## config.mk

```make
export PLATFORM = sky130hd
export DESIGN_NAME = half_adder_v4
export DESIGN_NICKNAME = d
export VERILOG_FILES = /design/src/rtl/half_adder_v4.sv
export SDC_FILE = /design/constraint.sdc
export NUM_CORES = 1
export LEC_CHECK = 0
export CORE_AREA = 2 2 39 41
export CTS_BUF_LIST = sky130_fd_sc_hd__clkbuf_8 sky130_fd_sc_hd__clkbuf_16
export DETAILED_ROUTE_END_ITERATION = 8
export DIE_AREA = 0 0 41 43
export MAX_ROUTING_LAYER = met4
export SLEW_MARGIN = 20
export SYNTH_ARGS = -nofsm -noshare
export SYNTH_HDL_FRONTEND = slang
export SYNTH_SLANG_ARGS = --single-unit
```

## constraint.sdc

```tcl
create_clock -name clk -period 0.9 [get_ports clk]
set_input_delay 0.18 -clock clk [delete_from_list [all_inputs] [get_ports clk]]
set_output_delay 0.18 -clock clk [all_outputs]
set_load 0.03 [all_outputs]
```

## src/rtl/half_adder_v4.sv

```systemverilog
// Registered half adder with WIDTH independent lanes: sum = a ^ b, carry = a & b.
// A valid operand pair is captured on the rising edge, and the result appears one cycle later.
module half_adder_v4 #(
  parameter int WIDTH = 1
) (
  input  logic             clk,
  input  logic             rst,
  output logic [WIDTH-1:0] sum,
  output logic [WIDTH-1:0] carry,
  input  logic [WIDTH-1:0] a,
  input  logic [WIDTH-1:0] b,
  input  logic             in_valid,
  output logic             out_valid
);

  logic [WIDTH-1:0] sum_r;
  logic [WIDTH-1:0] carry_r;
  logic             out_valid_r;
  logic [WIDTH-1:0] sum_nxt_s;
  logic [WIDTH-1:0] carry_nxt_s;
  logic             out_valid_nxt_s;

  function automatic logic [WIDTH-1:0] lane_sum(input logic [WIDTH-1:0] op_a,
                                                input logic [WIDTH-1:0] op_b);
    return op_a ^ op_b;
  endfunction

  function automatic logic [WIDTH-1:0] lane_carry(input logic [WIDTH-1:0] op_a,
                                                  input logic [WIDTH-1:0] op_b);
    return op_a & op_b;
  endfunction

  // Next-state selection. Operands are only consumed when in_valid is high,
  // so unknown operands on idle cycles never reach the result registers.
  always_comb begin
    sum_nxt_s       = sum_r;
    carry_nxt_s     = carry_r;
    out_valid_nxt_s = 1'b0;
    if (in_valid) begin
      sum_nxt_s       = lane_sum(a, b);
      carry_nxt_s     = lane_carry(a, b);
      out_valid_nxt_s = 1'b1;
    end else begin
      sum_nxt_s       = sum_r;
      carry_nxt_s     = carry_r;
      out_valid_nxt_s = 1'b0;
    end
  end

  // Result registers with synchronous reset taking priority over capture.
  always_ff @(posedge clk) begin
    if (rst) begin
      sum_r       <= {WIDTH{1'b0}};
      carry_r     <= {WIDTH{1'b0}};
      out_valid_r <= 1'b0;
    end else begin
      sum_r       <= sum_nxt_s;
      carry_r     <= carry_nxt_s;
      out_valid_r <= out_valid_nxt_s;
    end
  end

  assign sum       = sum_r;
  assign carry     = carry_r;
  assign out_valid = out_valid_r;

endmodule

```

==> summary by stage <==
Status
The run finished with clean final reports.

Critical path
Counting cells, the worst reg-to-reg path comes to 2. The startpoint of the worst-slack reg-to-reg timing path is sum$_SDFFE_PP0P_. The category of the most critical setup path is register to output port. The maximum cell stage delay along the critical path is 310 ps. The worst setup path is launched from a register. The endpoint of the lowest-slack register-to-register path is sum$_SDFFE_PP0P_.

The slowest stage of the critical path is the dfxtp_1 cell. The data required time at the worst endpoint is 720 ps. Along the worst path, the maximum fanout reaches 2. The critical path goes through buf_4. The critical path arrival is 690 ps. The worst register-to-register path has a setup slack of 300 ps. Broken down by cell family, the worst path's largest delay share belongs to flip-flops. STA classifies the critical path endpoint as an output port.

The critical path buffer and inverter count is 1.

Power
Internal power comes to 464.1 µW. For this design the ratio of total power to cell area is 2463 mW/mm². The completed layout was analyzed and its total power is 588.7 µW.

The reported leakage power is 0.1211 nW. Across the VDD grid, the largest voltage drop is 0.2849 mV. The net switching power of the design is 124.6 µW.

Of the total power, the share spent switching nets is 0.2116. The clock share of power is 0.651. The part of the total power dissipated in combinational logic is 0.101.

The share of total power dissipated in sequential elements is 0.248.

Yosys
The Yosys step of the flow raised 0 warnings. The post-synthesis instance area is 106.4 µm². The number of nets produced by synthesis is 15. The biggest area contributor in the post-synthesis netlist is dfxtp_1. In the synthesized netlist, the number of instances is 9.

For this run, the register share of the synthesized area comes to 0.5647. In the post-synthesis netlist, the biggest area contributors are dfxtp_1, mux2i_1, ha_1, nor2_1, nor2b_1. A synthesized cell averages 11.82 µm². The share of Yosys cell area claimed by the top area cell type is 0.5647. The number of flip-flops and latches in the synthesized netlist is 3.

The post-synthesis cell type count is 5.

Clocking
CTS built an H-tree with a depth of 1. The clock insertion delay at the later pin of the skew report is 220 ps. Clock-pin slew was measured on the worst setup and hold paths at 30 ps. The TritonCTS clock tree is yes. Counting the buffers created by CTS gives 3.

The tree built by TritonCTS fans out to 3 sinks. The post-CTS repair timing setup buffer count is 0. Counting along the longest clock path gives a buffer depth of 2. The number of hold buffers added after CTS is 0. The tree is rooted in a clkbuf_8.

Floorplanning
For this configuration, the core starts out at a cell density of 0.07685. From bottom edge to top edge, the die measures 43 µm. The floorplan has 14 rows. The area of the core is 0.001384 mm². The number of placed I/O pins is 8. In this run the horizontal extent of the chip is 41 µm. The area enclosed by the die boundary is 0.001763 mm².

STA
The relative slew slack is 0.8896. For the finished layout, the period the worst path requires is 867.8 ps. Setup repair after global routing left no endpoint under its margin.

The final hold violation count is 0. The transition time at the pin with the least slew margin is 165.4 ps. The final number of max-transition violations is 0. The smallest setup slack after layout is 32.18 ps. Adding up every negative setup slack in the final design gives 0 ps. The number of setup violations in the final report is 0.

The maximum clock frequency is 1.152 GHz. The worst clock skew on the final layout is 0 ps. Of the available clock period, the critical path in the final layout requires 0.9642.

Routing
For this block, the initial DRC count from the detailed router was 0. In this run the remaining antenna-violating nets after routing total 0. The total routed wirelength is 268 µm. The number of design rule violations left after detail routing is 0.

The routed length per placed instance is 7.444 µm. Across all layers, the routed design uses 110 vias. The first-pass iteration count of the detailed router is 1. The via-per-instance ratio is 3.056.

Global route
In the global route stage, overall resource usage came out at 0.04308. The first global-routing pass estimated 386 µm of wire. The pin count of the biggest net entering global routing is 4. The number of global-route vias before repair is 106. The number of antenna violations at the first check in global routing is 0. The global-route congestion overflow total is 0.

Layout
The relative area change from synthesis to final layout is 124.7%. The filler cells instantiated in the layout total 159. At the end of the flow the core is filled with cells to 0.1727. The proportion of layout cells with a drive suffix above 1 is 0.3500. The most common cell after layout, fill and taps aside is clkbuf_8. After the last flow step, the layout net total stands at 27. The repair_antennas step left the layout with diodes totalling 0.

Place
Prior to clock tree synthesis, the placed netlist has a worst setup slack of -272.7 ps. The final weighted congestion in routability-driven placement is 0.4451. The number of port buffers is 7. Detailed placement finished with a half-perimeter wire length of 173 µm.

Hold path
The worst hold path belongs to the class primary input to register. The startpoint identified for the worst hold timing path is in_valid. The number of cells on the worst hold path is 2. The worst hold endpoint is out_valid$_SDFF_PP0_.

Run
Max-cap violations in this run came to 0.
==> final cells by class <==
| cell class | count | area (µm²) | area share |
|---|---|---|---|
| Timing Repair Buffer | 7 | 66.31 | 0.2775 |
| Sequential cell | 3 | 61.31 | 0.2565 |
| Multi-Input combinational cell | 6 | 46.29 | 0.1937 |
| Clock buffer | 3 | 41.29 | 0.1728 |
| Tap cell | 16 | 20.02 | 0.08377 |
| Clock inverter | 1 | 3.754 | 0.01571 |
==> cell usage after synthesis, drive strengths merged <==
cell type and n:
ha 1, nor2b 1, mux2i 2, dfxtp 3
nor2 2
==> sequential cells by signal, indices dropped and copies added (netlist names) <==
signal	cells
carry	1
sum	1
out_valid	1
==> what timing repair did <==
action                                  in CTS  in global routing
endpoints found under the setup margin       1                  3
endpoints found under the hold margin        0                  0
gates resized for setup                      2                  3
pin swaps                                    2                  0
==> routing by layer <==
| layer | up-vias | part of all wire | GRT usage |
|---|---|---|---|
| met3 | 4 | 0.19 | 0.01571 |
| met4 | 0 | 0.10 | 0.1000 |
| met1 | 46 | 0.30 | 0.02866 |
| li1 | 51 | - | - |
| met5 | - | 0 | - |
| met2 | 9 | 0.40 | 0.04688 |
==> stage by stage <==
stage	area (µm²)	std cells	hold slack [ps]
global route	239.0	36	325.7
global placement	188.9	32	486.4
detailed placement	188.9	32	489.1
finish	239.0	36	303.0
floorplan	106.4	9	251.6
CTS	231.5	36	465.1
==> power by group through the flow <==
| stage | Clock [mW] | Combinational, mW | Sequential [mW] |
|---|---|---|---|
| 5_1_grt | 0.407 | 0.0664 | 0.147 |
| 6_report | 0.383 | 0.0595 | 0.146 |
| 4_1_cts | 0.397 | 0.0593 | 0.145 |
| 3_3_place_gp | 0 | 0.0615 | 0.146 |
| 2_1_floorplan | 0 | 0.0119 | 0.162 |
| 3_5_place_dp | 0 | 0.0616 | 0.147 |
==> cells by family after synthesis <==
| group | after synthesis | synth area share |
|---|---|---|
| adders and majority gates | 1 | 0.1176 |
| DFF | 3 | 0.5647 |
| muxes | 2 | 0.1882 |
| and+or+nand+nor | 3 | 0.1295 |
==> worst max-delay path by stage <==
stage                                   from            endpoint  slack [ps]  depth (start not counted)
after global routing      carry$_SDFFE_PP0P_               carry           5                          1
final                     carry$_SDFFE_PP0P_               carry          30                          1
after global placement                     a    sum$_SDFFE_PP0P_        -270                          4
after floorplan           carry$_SDFFE_PP0P_  carry$_SDFFE_PP0P_         170                          2
after detailed placement                   a    sum$_SDFFE_PP0P_        -270                          4
after CTS                   sum$_SDFFE_PP0P_                 sum          20                          1
Note: power is estimated with default switching activity, not from simulation.
